File: src/rtl/fifo_pkg.sv
// Shared definitions for the single-clock FIFO family.
// Latency: n/a (package only).
// Backpressure: n/a (package only).
// Contents: default parameter values, status flag struct, depth->address-width helper.
package fifo_pkg;

  localparam int DEF_DATA_W    = 8;
  localparam int DEF_DEPTH     = 16;
  localparam int DEF_AF_THRESH = 12;
  localparam int DEF_AE_THRESH = 2;
  localparam bit DEF_FWFT      = 1'b0;

  typedef struct packed {
    logic full;
    logic empty;
    logic almost_full;
    logic almost_empty;
  } fifo_status_t;

  // Number of address bits needed to index 'depth' entries.
  function automatic int clog2_depth(input int depth);
    int r;
    r = 0;
    for (int i = 0; i < 31; i++) begin
      if ((1 << i) < depth) r = i + 1;
    end
    return r;
  endfunction

endpackage

File: src/rtl/fifo_mem_2p.sv
// Storage array for the FIFO: one synchronous write port, one asynchronous read port.
// Latency: write visible on the read port the cycle after the write edge; read is combinational.
// Backpressure: none; the owner decides when writes are legal.
// Ports: clk_i; we_i/waddr_i/wdata_i write port; raddr_i -> rdata_o read port.
module fifo_mem_2p
  import fifo_pkg::*;
#(
  parameter int DATA_W = 8,
  parameter int DEPTH  = 16
) (
  input  logic                          clk_i,
  input  logic                          we_i,
  input  logic [clog2_depth(DEPTH)-1:0] waddr_i,
  input  logic [DATA_W-1:0]             wdata_i,
  input  logic [clog2_depth(DEPTH)-1:0] raddr_i,
  output logic [DATA_W-1:0]             rdata_o
);

  logic [DATA_W-1:0] mem_q [DEPTH];

  // Contents are deliberately left unreset.
  always_ff @(posedge clk_i) begin
    if (we_i) mem_q[waddr_i] <= wdata_i;
  end

  assign rdata_o = mem_q[raddr_i];

endmodule

File: src/rtl/sync_fifo_param.sv
// Single-clock parametrised FIFO with occupancy count, almost flags, flush and optional FWFT read.
// Latency: FWFT=0 rdata valid 1 cycle after an accepted pop; FWFT=1 head word visible 1 cycle after write.
// Backpressure: writes rejected when full (unless a pop is accepted in the same cycle), reads rejected
//   when empty; each rejection raises a 1-cycle overflow/underflow pulse the following cycle.
// Ports: clk, rst (async active-low), clear; wr_en/wdata in; rd_en in, rdata/rvalid out;
//   full/empty/almost_full/almost_empty/count status; overflow/underflow error pulses.
module sync_fifo_param
  import fifo_pkg::*;
#(
  parameter int DATA_W    = DEF_DATA_W,
  parameter int DEPTH     = DEF_DEPTH,
  parameter int AF_THRESH = DEF_AF_THRESH,
  parameter int AE_THRESH = DEF_AE_THRESH,
  parameter bit FWFT      = DEF_FWFT
) (
  input  logic                     clk,
  input  logic                     rst,
  input  logic                     clear,
  input  logic                     wr_en,
  input  logic [DATA_W-1:0]        wdata,
  input  logic                     rd_en,
  output logic [DATA_W-1:0]        rdata,
  output logic                     rvalid,
  output logic                     full,
  output logic                     empty,
  output logic                     almost_full,
  output logic                     almost_empty,
  output logic                     overflow,
  output logic                     underflow,
  output logic [$clog2(DEPTH):0]   count
);

  localparam int AW = clog2_depth(DEPTH);
  localparam int CW = AW + 1;

  if (DEPTH < 4 || (DEPTH & (DEPTH - 1)) != 0) begin : g_bad_depth
    $error("sync_fifo_param: DEPTH must be a power of 2 and >= 4");
  end
  if (AF_THRESH < 1 || AF_THRESH > DEPTH - 1) begin : g_bad_af
    $error("sync_fifo_param: AF_THRESH out of range 1..DEPTH-1");
  end
  if (AE_THRESH < 0 || AE_THRESH > DEPTH - 2) begin : g_bad_ae
    $error("sync_fifo_param: AE_THRESH out of range 0..DEPTH-2");
  end

  // Pointers carry an extra wrap bit above the address bits.
  logic [CW-1:0]     wr_ptr_q, wr_ptr_d;
  logic [CW-1:0]     rd_ptr_q, rd_ptr_d;
  logic [CW-1:0]     count_q, count_d;
  fifo_status_t      stat_q, stat_d;
  logic              ovf_q, ovf_d;
  logic              unf_q, unf_d;
  logic              wr_ok, rd_ok;
  logic              mem_we;
  logic [DATA_W-1:0] mem_rdata;

  // A pop frees a slot in the same cycle, so a full FIFO can still accept a write alongside it.
  assign rd_ok  = rd_en & ~stat_q.empty;
  assign wr_ok  = wr_en & (~stat_q.full | rd_ok);
  assign mem_we = wr_ok & ~clear;

  always_comb begin
    wr_ptr_d = wr_ptr_q;
    rd_ptr_d = rd_ptr_q;
    count_d  = count_q;
    ovf_d    = 1'b0;
    unf_d    = 1'b0;
    if (clear) begin
      wr_ptr_d = '0;
      rd_ptr_d = '0;
      count_d  = '0;
    end else begin
      if (wr_ok) wr_ptr_d = wr_ptr_q + CW'(1);
      if (rd_ok) rd_ptr_d = rd_ptr_q + CW'(1);
      count_d = count_q + CW'(wr_ok) - CW'(rd_ok);
      ovf_d   = wr_en & ~wr_ok;
      unf_d   = rd_en & ~rd_ok;
    end
    // Flags come from the next count so they move on the same edge as the pointers.
    stat_d.full         = (count_d == CW'(DEPTH));
    stat_d.empty        = (count_d == '0);
    stat_d.almost_full  = (count_d >= CW'(AF_THRESH));
    stat_d.almost_empty = (count_d <= CW'(AE_THRESH));
  end

  always_ff @(posedge clk or negedge rst) begin
    if (!rst) begin
      wr_ptr_q <= '0;
      rd_ptr_q <= '0;
      count_q  <= '0;
      stat_q   <= '{full: 1'b0, empty: 1'b1, almost_full: 1'b0, almost_empty: 1'b1};
      ovf_q    <= 1'b0;
      unf_q    <= 1'b0;
    end else begin
      wr_ptr_q <= wr_ptr_d;
      rd_ptr_q <= rd_ptr_d;
      count_q  <= count_d;
      stat_q   <= stat_d;
      ovf_q    <= ovf_d;
      unf_q    <= unf_d;
    end
  end

  fifo_mem_2p #(
    .DATA_W (DATA_W),
    .DEPTH  (DEPTH)
  ) u_mem (
    .clk_i   (clk),
    .we_i    (mem_we),
    .waddr_i (wr_ptr_q[AW-1:0]),
    .wdata_i (wdata),
    .raddr_i (rd_ptr_q[AW-1:0]),
    .rdata_o (mem_rdata)
  );

  if (FWFT) begin : g_fwft
    // Head of queue is presented directly from the array.
    assign rdata  = mem_rdata;
    assign rvalid = ~stat_q.empty;
  end else begin : g_reg_rd
    logic [DATA_W-1:0] rdata_q;
    logic              rvalid_q;

    always_ff @(posedge clk or negedge rst) begin
      if (!rst) begin
        rdata_q  <= '0;
        rvalid_q <= 1'b0;
      end else if (clear) begin
        rvalid_q <= 1'b0;
      end else if (rd_ok) begin
        rdata_q  <= mem_rdata;
        rvalid_q <= 1'b1;
      end else begin
        rvalid_q <= 1'b0;
      end
    end

    assign rdata  = rdata_q;
    assign rvalid = rvalid_q;
  end

  assign full         = stat_q.full;
  assign empty        = stat_q.empty;
  assign almost_full  = stat_q.almost_full;
  assign almost_empty = stat_q.almost_empty;
  assign overflow     = ovf_q;
  assign underflow    = unf_q;
  assign count        = count_q;

endmodule

File: config.mk
export PLATFORM = sky130hd
export DESIGN_NAME = sync_fifo_param
export DESIGN_NICKNAME = d
export VERILOG_FILES = /design/src/rtl/fifo_pkg.sv /design/src/rtl/fifo_mem_2p.sv /design/src/rtl/sync_fifo_param.sv
export SDC_FILE = /design/constraint.sdc
export NUM_CORES = 1
export LEC_CHECK = 0
export CAP_MARGIN = 20
export CORE_MARGIN = 5
export CORE_UTILIZATION = 35
export DETAILED_ROUTE_END_ITERATION = 8
export GPL_ROUTABILITY_DRIVEN = 0
export GPL_TIMING_DRIVEN = 0
export HOLD_SLACK_MARGIN = 0.03
export PLACE_DENSITY_LB_ADDON = 0.08
export SLEW_MARGIN = 20
export SYNTH_ARGS = -nofsm -noshare
export SYNTH_HDL_FRONTEND = slang
export SYNTH_SLANG_ARGS = --single-unit
File: constraint.sdc
create_clock -name clk -period 3 [get_ports clk]
set_input_delay 0.75 -clock clk [delete_from_list [all_inputs] [get_ports clk]]
set_output_delay 0.75 -clock clk [all_outputs]
set_load 0.1 [all_outputs]
==> results of run 1 <==
path summary, 6_finish.rpt:
path | start | end | slack, ns | cells past startpoint
worst max-delay path | empty | empty | 0.07 | 1
worst min-delay path | rst | count[2] | 0.36 | 1
worst max register to register | empty | full | 0.35 | 12
worst min register to register | rdata[5] | rdata[5] | 0.49 | 2
max in group asynchronous | rst | full | 2.16 | 1
min in group clk | rdata[5] | rdata[5] | 0.49 | 2
metal layers:
layer / share of wire [%] / track usage [%]
met1: 46 / 19.5
met2: 47 / 22.0
met5: 0.095 / 0
met4: 1.9 / 6.05
met3: 5.4 / 3.90
registers in the layout (all words and copies together) (netlist names):
register / count
u_mem.mem_q: 128
overflow: 1
empty: 1
underflow: 1
rd_ptr_q: 4
almost_full: 1
rdata: 8
wr_ptr_q: 4
full: 1
almost_empty: 1
count: 5
rvalid: 1
synth_stat cells (all sizes together):
library cell  number  area [um2]
a211oi             1        7.51
a221o              6        60.1
and3b              1        8.76
nand2b             5        31.3
nor3               6        30.0
a21o               2        15.0
clkbuf             6        22.5
mux2               6        67.6
a21boi             1        7.51
a31oi              1        6.26
a211o              1        8.76
a2111oi            1        8.76
or3b               1        8.76
a21oi             14        70.1
dfrtp             26         651
o21ai              8        40.0
buf               11        88.8
nand4              3        18.8
fa                 1        20.0
xor2               5        43.8
xnor2              3        26.3
nand3b             1        7.51
and2               1        6.26
inv               19        71.3
edfxtp           128        3840
mux4              30         702
nand3              4        20.0
dfstp              2        52.6
ha                10         125
nand4b             1        8.76
nor2              27         101
nand2             13        48.8
mux2i              4        40.0
nor2b              4        25.0
area by class of cell:
type / instances / area (um2)
plain buffers: 17 / 111
well taps: 229 / 287
flip-flops and latches: 156 / 4550
inverters: 19 / 71.3
multi-input cells: 161 / 1650
fillers: 1589 / 10300
repair buffers: 36 / 342
clock buffers: 18 / 429
clock inverters: 13 / 121
through the flow:
step	total power, W	setup slack (ns)	utilization, %	TNS, ns	instance area, um2
2_1_floorplan	0.00411	0.0462	-	0	6300
3_3_place_gp	0.00461	-0.866	38.7	-29.57	6900
3_5_place_dp	0.00461	-0.852	38.8	-17.42	6930
4_1_cts	0.00666	0.0231	42.1	0	7510
5_1_grt	0.00697	0.000000222	42.4	0	7560
6_report	0.00668	0.0722	42.4	0	7560
cells by family (layout without fill, tap and decap cells):
kind of cell | Yosys count | in the layout
buf+inv | 36 | 103
simple gates | 67 | 67
fa+ha+maj | 11 | 11
mux | 40 | 40
compound gates | 35 | 35
xor+xnor | 8 | 8
flops | 156 | 156
power breakdown:
part / total, W / switching [W] / internal [W]
combinational: 0.00206 / 0.00138 / 0.000680
sequential: 0.00261 / 0.000102 / 0.00251
clock: 0.00201 / 0.000865 / 0.00114
total: 0.00668 / 0.00235 / 0.00433
timing repair:
action                                  4_1_cts  5_1_grt
endpoints found under the hold margin         0        0
gates resized for setup                       6        8
buffers inserted                              1        2
pin swaps                                     1        3
hold buffers                                  0        0
endpoints found under the setup margin        5        5
==> reports/metrics.yaml, run 1 <==
coreArea_um2: 17800
wire_per_inst_um: 21.1
hpwlAfterDp_mm: 9.03
dp.cells: 615
ys_warn_count: 0
syn-cell-area_um2: 6290
clock-sinks: 156
dieWidth_um: 144
hold_class: "in -> async"
syn2layout_area_growth_pct: 20.1
clkTransAtPathRegs_ns: 0.06
synth_fp_nets: 377
crit_arrival_ns: 2.18
rsz0062_at_grt: "false"
p_leak_nw: 2.60
crit_path_max_incr_delay_ns: 1.13
hold_viol: 0
crit_path_end_kind: "output port"
chipHeight_um: 144
critPathSlowestCell: "clkdlybuf4s50_1"
peakVddDrop_v: 0.000699
worst-path-buf-inv: 1
max_freq_ghz: 0.342
setup_viol: 0
via_count: 3235
clock_skew_ns: 0.00796
dr.pass1.iters: 4
yosys.area_share.xor_xnor_pct: 1.11
cp_data_required_time_ns: 2.25
cts_tree: "built"
drive_gt1_share_pct: 21.9
grt_pass1_vias: 3501
gr-total-overflow: 0
die-area_um2: 20800
period_needed_ns: 2.93
yosysSeqAreaShare_pct: 72.2
totalWireLength_mm: 13.7
finalCritPeriodShare_pct: 97.6
clk_latency_ns: 0.42
crit_fanout: 4
max_slew_margin_pct: 26.5
num_rows: 49
final_cell_mix: "edfxtp_1 (128), clkdlybuf4s50_1 (29), nor2_1 (26), dfrtp_1 (25), mux4_2 (23)"
antenna_found_initial: 1
synth.area.mux_share_pct: 12.9
synthCells: 353
start_kind: "register"
fin_nets: 432
cp_cell_sequence: "clkdlybuf4s50_1"
synth.distinct_cells: 40
start_util_pct: 35.3
ys_seq_elements: 156
synth_simple_gate_area_share_pct: 5.01
num_antenna_cells: 0
fin_cells: 649
globalRouteTotalUtil_pct: 14.4
p_per_area_nw_per_um2: 883
root_buffer: "clkbuf_16"
outcome: "finished, final reports clean"
avgSynthCellArea_um2: 17.8
drcViolationCount: 0
synth_compound_area_share_pct: 3.56
grt_max_degree: 29
worst_pin_slew_ns: 1.10
pin_count: 33
report.final.slew_viol_count: 0
io_buffers: 31
cts_max_level: 4
avgViaCountPerCell: 4.98
drtIter0Drc: 219
path_delay_family: "buffers and inverters"
timing.hold.ws_ns: 0.359
grt_first_pass_wirelength_mm: 21.2
path_class: "reg -> out"
clockBufferDepth: 2
final_common_cell: "edfxtp_1"
ant_nets: 0
synth-adder-area-share_pct: 2.31
synth_top_family_by_area: "multiplexers"
cts-buffers-inserted: 17
cap_violations: 0
Note: power is estimated with default switching activity, not from simulation.
==> run 2: changes to the inputs <==
--- a/config.mk
+++ b/config.mk
@@ -6,7 +6,6 @@
 export NUM_CORES = 1
 export LEC_CHECK = 0
 export CAP_MARGIN = 20
-export CORE_MARGIN = 5
 export CORE_UTILIZATION = 35
 export DETAILED_ROUTE_END_ITERATION = 8
 export GPL_ROUTABILITY_DRIVEN = 0
==> reports/metrics.yaml, run 2 (synthesis results as in run 1) <==
grt_first_pass_wirelength_mm: 20.9  # was 21.2 mm
clockBufferDepth: 2  # unchanged
pin_count: 33  # unchanged
totalWireLength_mm: 13.8  # was 13.7 mm
fin_tns_setup_ns: 0  # unchanged
cts_max_level: 4  # unchanged
gr-total-overflow: 0  # unchanged
num_antenna_cells: 0  # unchanged
cts_tree: "built"  # unchanged
dieWidth_um: 136  # was 144 um
hold_viol: 0  # unchanged
avgViaCountPerCell: 4.98  # about the same
critPathSlowestCell: "clkdlybuf4s50_1"  # unchanged
outcome: "finished, final reports clean"  # unchanged
clkTransAtPathRegs_ns: 0.06  # about the same
report.final.slew_viol_count: 0  # unchanged
grt_max_degree: 29  # unchanged
wire_per_inst_um: 21.2  # was 21.1 um
largest_register_ffs: 128  # unchanged
drtIter0Drc: 225  # was 219
drive_gt1_share_pct: 20.8  # was 21.9%
timing.hold.ws_ns: 0.384  # was 0.359 ns
final_area_um2: 7620  # was 7560 um2
clock_skew_ns: 0.00663  # was 0.00796 ns
coreArea_um2: 17400  # was 17800 um2
max_slew_margin_pct: 24.0  # was 26.5%
worst_pin_slew_ns: 1.14  # was 1.10 ns
max_freq_ghz: 0.342  # about the same
die-area_um2: 18500  # was 20800 um2
path_delay_family: "adder cells"  # was buffers and inverters
p_per_area_nw_per_um2: 906  # was 883 nW/um2
finalCritPeriodShare_pct: 97.6  # about the same
dr.pass1.iters: 4  # unchanged
cp_data_required_time_ns: 3.32  # was 2.25 ns
crit_fanout: 4  # unchanged
cts-buffers-inserted: 17  # unchanged
root_buffer: "clkbuf_16"  # unchanged
clock-sinks: 156  # unchanged
chipHeight_um: 136  # was 144 um
placed_area_um2: 6940  # was 6930 um2
total_power_w: 0.00691  # was 0.00668 W
io_buffers: 31  # unchanged
hold_class: "in -> async"  # unchanged
via_count: 3227  # was 3235
final_common_cell: "edfxtp_1"  # unchanged
grt_pass1_vias: 3366  # was 3501
final_cell_mix: "edfxtp_1 (128), clkdlybuf4s50_1 (29), nor2_1 (27), dfrtp_1 (25), mux4_2 (23)"  # was edfxtp_1 (128), clkdlybuf4s50_1 (29), nor2_1 (26), dfrtp_1 (25), mux4_2 (23)
crit_path_end_kind: "register"  # was output port
setup_viol: 0  # unchanged
start_kind: "input port"  # was register
clk_latency_ns: 0.42  # about the same
p_leak_nw: 2.64  # was 2.60 nW
path_class: "in -> reg"  # was reg -> out
globalRouteTotalUtil_pct: 16.4  # was 14.4%
regMostFlops: "u_mem.mem_q"  # unchanged
fin_nets: 434  # was 432
ant_nets: 0  # unchanged
syn2layout_area_growth_pct: 21.2  # was 20.1%
cp_cell_sequence: "clkdlybuf4s50_1, a21boi_4, inv_1, ha_1, inv_1, ha_1, inv_1, fa_1, nor2b_2, o21ai_1, nand4b_1, nand2_2, a2111oi_4"  # was clkdlybuf4s50_1
cp_common_cell: "inv_1"
period_needed_ns: 2.93  # about the same
cap_violations: 0  # unchanged
crit_path_max_incr_delay_ns: 0.49  # was 1.13 ns
cts_hold_buf: 0  # unchanged
worst-path-buf-inv: 4  # was 1
crit_arrival_ns: 3.25  # was 2.18 ns
hpwlAfterDp_mm: 8.82  # was 9.03 mm
start_util_pct: 36.1  # was 35.3%
num_rows: 48  # was 49
antenna_found_initial: 0  # was 1
drcViolationCount: 0  # unchanged
peakVddDrop_v: 0.000771  # was 0.000699 V
## run 2: cell types whose count changed in the layout (fill, tap and decap cells not counted), moves of 2 or more
cell / previous run / this run
clkinv_4: 6 / 1
buf_4: 6 / 8
a21oi_2: 0 / 2
inv_6: 2 / 0
a21oi_1: 14 / 12
clkbuf_1: 7 / 13
bufinv_16: 1 / 4
## run 2: metal layers
layer / part of all wire [%] / wire length [um] / vias to the layer above / GRT usage, %
li1: - / - / 1477 / -
met1: 48 / 6540 / 1669 / 23.1
met2: 47 / 6450 / 69 / 24.5
met3: 4.4 / 599 / 12 / 3.88
met4: 1.2 / 170 / 0 / 5.93
met5: 0 / 0 / - / 0
## run 2: cell type report
type | instances | area [um2]
fill | 1565 | 9790
sequential | 156 | 4550
multi-input combinational | 161 | 1650
clock buffer | 25 | 465
timing repair buffer | 38 | 357
tap | 225 | 282
clock inverter | 7 | 141
buffer | 17 | 111
inverter | 19 | 71.3
## run 2: final timing paths
kind | from | endpoint | slack [ns] | depth (start not counted)
max in group asynchronous | rst | full | 2.10 | 1
worst max-delay path | wr_en | almost_empty | 0.07 | 13
worst min-delay path | rst | rdata[3] | 0.38 | 1
min in group clk | rdata[4] | rdata[4] | 0.51 | 1
worst max register to register | empty | almost_empty | 0.18 | 12
worst min register to register | rdata[4] | rdata[4] | 0.51 | 1
## run 2: power by group
part	internal, W	switching, W
Sequential	0.00251	0.0000880
Combinational	0.000690	0.00140
Clock	0.00142	0.000809
## run 2: metrics by stage
| step | utilization, % | std cells | worst slack [ns] |
|---|---|---|---|
| floorplan | - | 353 | 0.0462 |
| global placement | 39.6 | 609 | -0.865 |
| detailed placement | 39.8 | 613 | -0.920 |
| CTS | 43.5 | 646 | 0.0201 |
| global route | 43.8 | 648 | -0.0108 |
| finish | 43.8 | 648 | 0.0728 |
## run 2: what timing repair did
action	in CTS	in global routing
hold endpoints to repair	0	0
setup endpoints to repair	5	2
setup buffers	1	2
pin swaps	1	1
resized for setup	9	5
